--- src/rtl/serial_adder_ctrl_if.sv ---
// Request/result bundle between a master and the bit-serial adder controller.
// The master drives the operands and start. The controller returns the handshake and the result.
interface serial_adder_ctrl_if #(
  parameter int unsigned WIDTH = 8
);
  logic             start;
  logic [WIDTH-1:0] a;
  logic [WIDTH-1:0] b;
  logic             busy;
  logic             done;
  logic [WIDTH-1:0] sum;
  logic             cout;

  modport master (
    output start, a, b,
    input  busy, done, sum, cout
  );

  modport slave (
    input  start, a, b,
    output busy, done, sum, cout
  );
endinterface

--- src/rtl/serial_adder_ctrl.sv ---
// Bit-serial adder controller: one 1-bit add cell walks LSB-first through WIDTH operand bits.
// sum/cout are held between results and change only when DONE is entered, or on reset.
module serial_adder_ctrl #(
  parameter int unsigned WIDTH = 8
) (
  input  logic                clk,
  input  logic                rst,
  serial_adder_ctrl_if.slave  bus
);

  localparam int unsigned CNT_W = $clog2(WIDTH);
  localparam logic [CNT_W-1:0] LAST_BIT = CNT_W'(WIDTH - 1);

  typedef enum logic [1:0] {
    IDLE = 2'd0,
    RUN  = 2'd1,
    DONE = 2'd2
  } state_e;

  state_e             state_q, state_d;
  logic [WIDTH-1:0]   a_sh_q, a_sh_d;
  logic [WIDTH-1:0]   b_sh_q, b_sh_d;
  logic [WIDTH-1:0]   res_q, res_d;
  logic               carry_q, carry_d;
  logic [CNT_W-1:0]   cnt_q, cnt_d;
  logic [WIDTH-1:0]   sum_q, sum_d;
  logic               cout_q, cout_d;

  // Add cell: two half-adder stages feeding the registered carry.
  logic ha1_s, ha1_c, ha2_s, ha2_c, carry_nxt;

  assign ha1_s     = a_sh_q[0] ^ b_sh_q[0];
  assign ha1_c     = a_sh_q[0] & b_sh_q[0];
  assign ha2_s     = ha1_s ^ carry_q;
  assign ha2_c     = ha1_s & carry_q;
  assign carry_nxt = ha1_c | ha2_c;

  always_comb begin
    // NOTE: every next-state signal takes its hold value first, so no path can infer a latch.
    state_d = state_q;
    a_sh_d  = a_sh_q;
    b_sh_d  = b_sh_q;
    res_d   = res_q;
    carry_d = carry_q;
    cnt_d   = cnt_q;
    sum_d   = sum_q;
    cout_d  = cout_q;

    unique case (state_q)
      IDLE: begin
        if (bus.start) begin
          a_sh_d  = bus.a;
          b_sh_d  = bus.b;
          carry_d = 1'b0;
          cnt_d   = '0;
          state_d = RUN;
        end
      end
      RUN: begin
        res_d   = {ha2_s, res_q[WIDTH-1:1]};
        a_sh_d  = a_sh_q >> 1;
        b_sh_d  = b_sh_q >> 1;
        carry_d = carry_nxt;
        cnt_d   = cnt_q + CNT_W'(1);
        if (cnt_q == LAST_BIT) begin
          // The last bit lands in sum together with its carry, so the result appears on DONE entry.
          sum_d   = res_d;
          cout_d  = carry_nxt;
          state_d = DONE;
        end
      end
      DONE: begin
        state_d = IDLE;
      end
      default: begin
        state_d = IDLE;
      end
    endcase
  end

  // NOTE: sequential state uses non-blocking assignments only, so every flop samples pre-edge values.
  always_ff @(posedge clk) begin
    if (rst) begin
      state_q <= IDLE;
      a_sh_q  <= '0;
      b_sh_q  <= '0;
      res_q   <= '0;
      carry_q <= 1'b0;
      cnt_q   <= '0;
      sum_q   <= '0;
      cout_q  <= 1'b0;
    end else begin
      state_q <= state_d;
      a_sh_q  <= a_sh_d;
      b_sh_q  <= b_sh_d;
      res_q   <= res_d;
      carry_q <= carry_d;
      cnt_q   <= cnt_d;
      sum_q   <= sum_d;
      cout_q  <= cout_d;
    end
  end

  assign bus.busy = (state_q == RUN);
  assign bus.done = (state_q == DONE);
  assign bus.sum  = sum_q;
  assign bus.cout = cout_q;

endmodule

--- src/flat_wrapper.sv ---
// flat-port wrapper written by rule: the top's interface ports become plain ports
module serial_adder_ctrl_flat 
#(
  parameter int unsigned WIDTH = 8
)
  (clk, rst, bus_start, bus_a, bus_b, bus_busy, bus_done, bus_sum, bus_cout);
  serial_adder_ctrl_if #(.WIDTH(WIDTH)) bus_i ();
  input  logic clk;
  input  logic rst;
  input wire logic [$bits(bus_i.start)-1:0] bus_start;
  input wire logic [$bits(bus_i.a)-1:0] bus_a;
  input wire logic [$bits(bus_i.b)-1:0] bus_b;
  output wire logic [$bits(bus_i.busy)-1:0] bus_busy;
  output wire logic [$bits(bus_i.done)-1:0] bus_done;
  output wire logic [$bits(bus_i.sum)-1:0] bus_sum;
  output wire logic [$bits(bus_i.cout)-1:0] bus_cout;
  assign bus_i.start = bus_start;
  assign bus_i.a = bus_a;
  assign bus_i.b = bus_b;
  assign bus_busy = bus_i.busy;
  assign bus_done = bus_i.done;
  assign bus_sum = bus_i.sum;
  assign bus_cout = bus_i.cout;
  serial_adder_ctrl #(.WIDTH(WIDTH)) u_core (.clk(clk), .rst(rst), .bus(bus_i));
endmodule
--- config.mk ---
export PLATFORM = sky130hd
export DESIGN_NAME = serial_adder_ctrl_flat
export DESIGN_NICKNAME = d
export VERILOG_FILES = /design/src/rtl/serial_adder_ctrl_if.sv /design/src/rtl/serial_adder_ctrl.sv /design/src/flat_wrapper.sv
export SDC_FILE = /design/constraint.sdc
export NUM_CORES = 1
export LEC_CHECK = 0
export BUFFER_PORTS_ARGS = -buffer_cell sky130_fd_sc_hd__buf_2
export CAP_MARGIN = 30
export CELL_PAD_IN_SITES_DETAIL_PLACEMENT = 0
export CELL_PAD_IN_SITES_GLOBAL_PLACEMENT = 1
export CORE_MARGIN = 2
export CORE_UTILIZATION = 41
export DETAILED_ROUTE_END_ITERATION = 6
export PLACE_DENSITY_LB_ADDON = 0.12
export SKIP_LAST_GASP = 1
export SYNTH_ARGS = -nofsm -noshare
export SYNTH_HDL_FRONTEND = slang
export SYNTH_SLANG_ARGS = --single-unit
export TNS_END_PERCENT = 50
--- constraint.sdc ---
create_clock -name clk -period 1.4 [get_ports clk]
set_input_delay 0.21 -clock clk [delete_from_list [all_inputs] [get_ports clk]]
set_output_delay 0.21 -clock clk [all_outputs]
set_load 0.005 [all_outputs]
* Word-level counts from Yosys, hierarchy flattened
Cells that the tools add are included.
** Word-level totals
- Output and inout port bits :: 11
- Logic and storage cells :: 35
- Flip-flop bits (word level) :: 39
- Input port bits :: 19
** Cells by class
- Add/sub/neg operators :: 1
- Bitwise gates (word level) :: 5
- Reduce and logical (&&, ||, !) cells :: 5
- Equal/unequal tests :: 5
- Multiplexer cells :: 11
** Operators by type and width (number)
- one-hot mux 8 bit (2 select lines) :: 2
- 2-to-1 mux 8 bit :: 2
- one-hot mux 3 bit (2 select lines) :: 1
- AND reduction 2 bit :: 3
- 2-to-1 mux 2 bit :: 2
- one-hot mux 2 bit (2 select lines) :: 1
- adder 3 x 1 -> 3 bit, second input constant :: 1
- == test 3 bit, second input constant :: 1
- 2-to-1 mux 3 bit :: 1
- AND 1 bit :: 2
- == test 2 x 1 -> 1 bit, second input constant :: 1
- == test 2 bit, second input constant :: 1
- zero test 2 bit :: 1
- inequality test 2 x 1 -> 1 bit, second input constant :: 1
- inequality test 2 bit, second input constant :: 1
- one-hot mux 1 bit (2 select lines) :: 1
- nonzero test 2 bit :: 1
- XOR 1 bit :: 2
- 2-to-1 mux 1 bit :: 1
- bitwise OR 1 bit :: 1

* Depth between registers and ports, before layout
- Depth after elaboration :: 4
- Gate-level depth with buffers :: 6
- Mapped depth without buffers :: 5

* Worst setup path before layout
Ideal clock, no wire load.
- Path type :: flip-flop to flip-flop
- Start :: register u_core.cnt_q[0]
- End :: register u_core.cout_q, in the netlist u_core.bus.cout
- Period minus slack after synthesis :: 1.256 ns
- Path buffers :: 1
- Setup time :: 0.141 ns
- Cell stages (with the launch flop) :: 7
- Required time :: 1.259 ns
- Path slack :: 0.144 ns
- Data arrival time :: 1.115 ns
- Cells stage by stage :: dfxtp_1 -> ha_1 -> ha_1 -> and3b_1 -> clkbuf_2 -> nand2_1 -> a21oi_1
** On the way
- Cells in the longest elaborated chain, start to end :: 2
** Ends and longest elaborated chain
- start: declaration :: RTL line serial_adder_ctrl.sv:25 : logic [CNT_W-1:0] cnt_q, cnt_d;
- start signal: assignment :: RTL line serial_adder_ctrl.sv:98 : cnt_q <= cnt_d;
- == test 3 bit :: RTL line serial_adder_ctrl.sv:65 : if (cnt_q == LAST_BIT) begin
- AND reduction 2 bit (no line)
- end signal: assignment :: RTL line serial_adder_ctrl.sv:100 : cout_q <= cout_d;
- end: declaration :: RTL line serial_adder_ctrl.sv:27 : logic cout_q, cout_d;
No other way between the ends.
A chain may end at the register's enable or synchronous reset.

* Worst setup path in the final report
- Start :: register u_core.state_q[1]
- End :: output port bus_busy
** On the way
- Cells in the longest elaborated chain, start to end :: 1
** Ends and longest elaborated chain
- start: declaration :: RTL line serial_adder_ctrl.sv:20 : state_e state_q, state_d;
- start signal: assignment :: RTL line serial_adder_ctrl.sv:93 : state_q <= state_d;
- == test 2 x 1 -> 1 bit :: RTL line serial_adder_ctrl.sv:104 : assign bus.busy = (state_q == RUN);
- end: declaration :: RTL line flat_wrapper.sv:13 : output wire logic [$bits(bus_i.busy)-1:0] bus_busy;
No other way between the ends.

==> metrics.yaml <==
syn_nets: 189
slew_viol_final: 0
synth_top_area_share_pct: 47.54
yosys.cell_types.count: 24
drive_above_1_share_pct: 28.79
crit_chain: "nand2b_1, inv_4, buf_2"
start_util_pct: 43.06
power_mw: 2.090
synth_seq_area_share_pct: 47.54
fin_cells: 246
yosysTopAreaCell: "dfxtp_1"
tightest_slew_ps: 410.5
postLayoutCoreUtil_pct: 50.88
register_area_sq_um: 765.7
syn2layout_area_growth_pct: 18.14
core_sq_um: 3716
gp_congestion: 0.7501
tns_ps: 0
min_path_type: "in2reg"
cp.arrival_ps: 1120
clkTransAtPathRegs_ps: 70
cp_slowest_cell: "dfxtp_2"
finalClockSkew_ps: 2.283
dp_cells: 237
drt_wl_total_um: 3125
rsz0062_at_grt: "true"
cp_data_required_time_ps: 1190
ys_warn_count: 0
h-tree-depth: 2
routedWlPerCell_um: 12.70
finalSetupViolations: 0
fin_crit_sh_pct: 95.22
grt_pass1_vias: 1178
cts_tree: "done"
clock-sinks: 38
ir_worst_vdd_uv: 741.8
antenna_left: 0
dieHeight_um: 66.48
viasPerCell: 5.110
antenna_found_initial: 0
netlist_area_sq_um: 1600
grtUsageTotal_pct: 15.70
syn_avg_cell_area_sq_um: 9.583
ctsRootBufferMaster: "clkbuf_8"
drtPass1Iterations: 4
vias: 1257
ctsHoldBuffers: 0
cellLeakagePower_nw: 0.7663
max_stage_delay_ps: 360
diodes: 0
grt_pass1_wl_um: 5092
rows: 22
cp-start-kind: "flop"
worstSetupEndpointType: "primary output"
period_minus_slack_ps: 1333
grt_start_max_net_pins: 29
drt_iter0_drc: 90
synthTopCellsByArea: "dfxtp_1 (48%), mux2i_1 (9.4%), a211oi_2 (7.8%), nand2_1 (7.5%), a21oi_1 (5.0%)"
fmax_mhz: 750.2
fillers: 380
io_pins: 30
hpwl_um: 2021
worst-setup-path-type: "reg2out"
timing.slew.headroom_pct: 72.58
multi_input_area_sq_um: 750.7
cap_violations: 0
cp_max_fo: 12
nNetsFinal: 220
cts_buffers: 5
dieArea_sq_um: 4419
portBuffers: 29
holdWs_ps: 180.6
final-hold-violation-count: 0
die_x_um: 66.48
drc: 0
powerDensity_nw_per_um2: 1105
clockBufferDepth: 2
status: "complete, no violations"
insertion_delay_ps: 280
ys_ff_latch: 38
grt_overflow: 0
syn_inst: 167
cell usage after synthesis (all sizes together):
library cell / n
nor2: 21
o21bai: 1
a211oi: 15
o21ba: 1
ha: 2
a21oi: 16
nand2: 32
nor3: 1
dfxtp: 38
and3b: 1
clkbuf: 4
fa: 1
a22oi: 5
nand2b: 1
nor3b: 1
inv: 2
mux2i: 15
nand3b: 1
nor2b: 1
buf: 8
timing repair:
item                                   4_1_cts  5_1_grt
gates cloned                                 0        1
gates resized for setup                      2        4
buffers inserted                             0        1
pin swaps                                    0        1
endpoints found under the hold margin        0        0
setup endpoints to repair                    3       11
path summary, 6_finish.rpt:
check                                       from                             end  slack, ps  depth (start not counted)
setup / recovery  u_core.state_q[1]$_SDFFE_PP0P_                        bus_busy         70                          3
hold / removal                          bus_b[7]   u_core.b_sh_q[7]$_SDFFE_PP0P_        180                          3
setup reg to reg    u_core.cnt_q[0]$_SDFFE_PP0P_    u_core.bus.cout$_SDFFE_PP0P_        150                          6
hold reg to reg     u_core.res_q[1]$_SDFFE_PP0P_  u_core.bus.sum[0]$_SDFFE_PP0P_        460                          2
cells by family after synthesis:
group / count (synthesis) / share of synthesized area (%)
multiplexers: 15 / 9.382
buffers and inverters: 14 / 6.332
adder cells (fa/ha/maj): 3 / 2.814
flip-flops: 38 / 47.54
AO/OA/AOI/OAI: 38 / 18.61
AND/OR/NAND/NOR: 59 / 15.33
flip-flops by register name, indices dropped and copies added, names as in the netlist:
register and count:
u_core.a_sh_q 8, u_core.b_sh_q 8, u_core.bus.cout 1, u_core.bus.sum 8, u_core.carry_q 1, u_core.cnt_q 3, u_core.res_q 7, u_core.state_q 2
worst max-delay path, delay by kind of cell, from the launching register on:
kind	cells	cell delay [ps]
AND/OR/NAND/NOR	1	200
buffers and inverters	2	280
flip-flops	1	360
stage by stage:
stage	cell area (sq um)	setup WS, ps
after floorplan	1600	144.4
after global placement	1787	71.84
after detailed placement	1787	7.901
after CTS	1867	-13.91
after global routing	1891	-8.135
final	1891	66.99
layer usage:
layer / vias up / wire (um) / GRT usage (%) / part of all wire [%]
li1: 634 / - / - / -
met1: 592 / 1588 / 19.34 / 51
met2: 27 / 1346 / 24.63 / 43
met3: 4 / 142 / 6.588 / 4.5
met4: 0 / 47 / 5.357 / 1.5
met5: - / 0 / 0 / 0
where the power goes:
group          switching [mW]  total, mW  leakage [nW]  internal (mW)
clock                   0.339      0.681        0.0383          0.342
sequential             0.0310       1.16         0.312           1.13
combinational           0.129      0.248         0.416          0.119
placed cells by master, fill, tap and decap left out, drive strengths merged, types with 2 or more instances in the layout:
master	instances
ha	2
mux2i	15
buf	35
and3b	2
a21oi	16
a211oi	15
dfxtp	38
clkbuf	7
nor2	21
inv	2
nand2	32
a22oi	5
cell type report:
type | instances | area share [%]
tap | 48 | 3.177
multi-input combinational | 116 | 39.71
sequential | 38 | 40.50
clock buffer | 7 | 4.037
timing repair buffer | 35 | 12.05
inverter | 2 | 0.5295
Note: power is estimated with default switching activity, not from simulation.
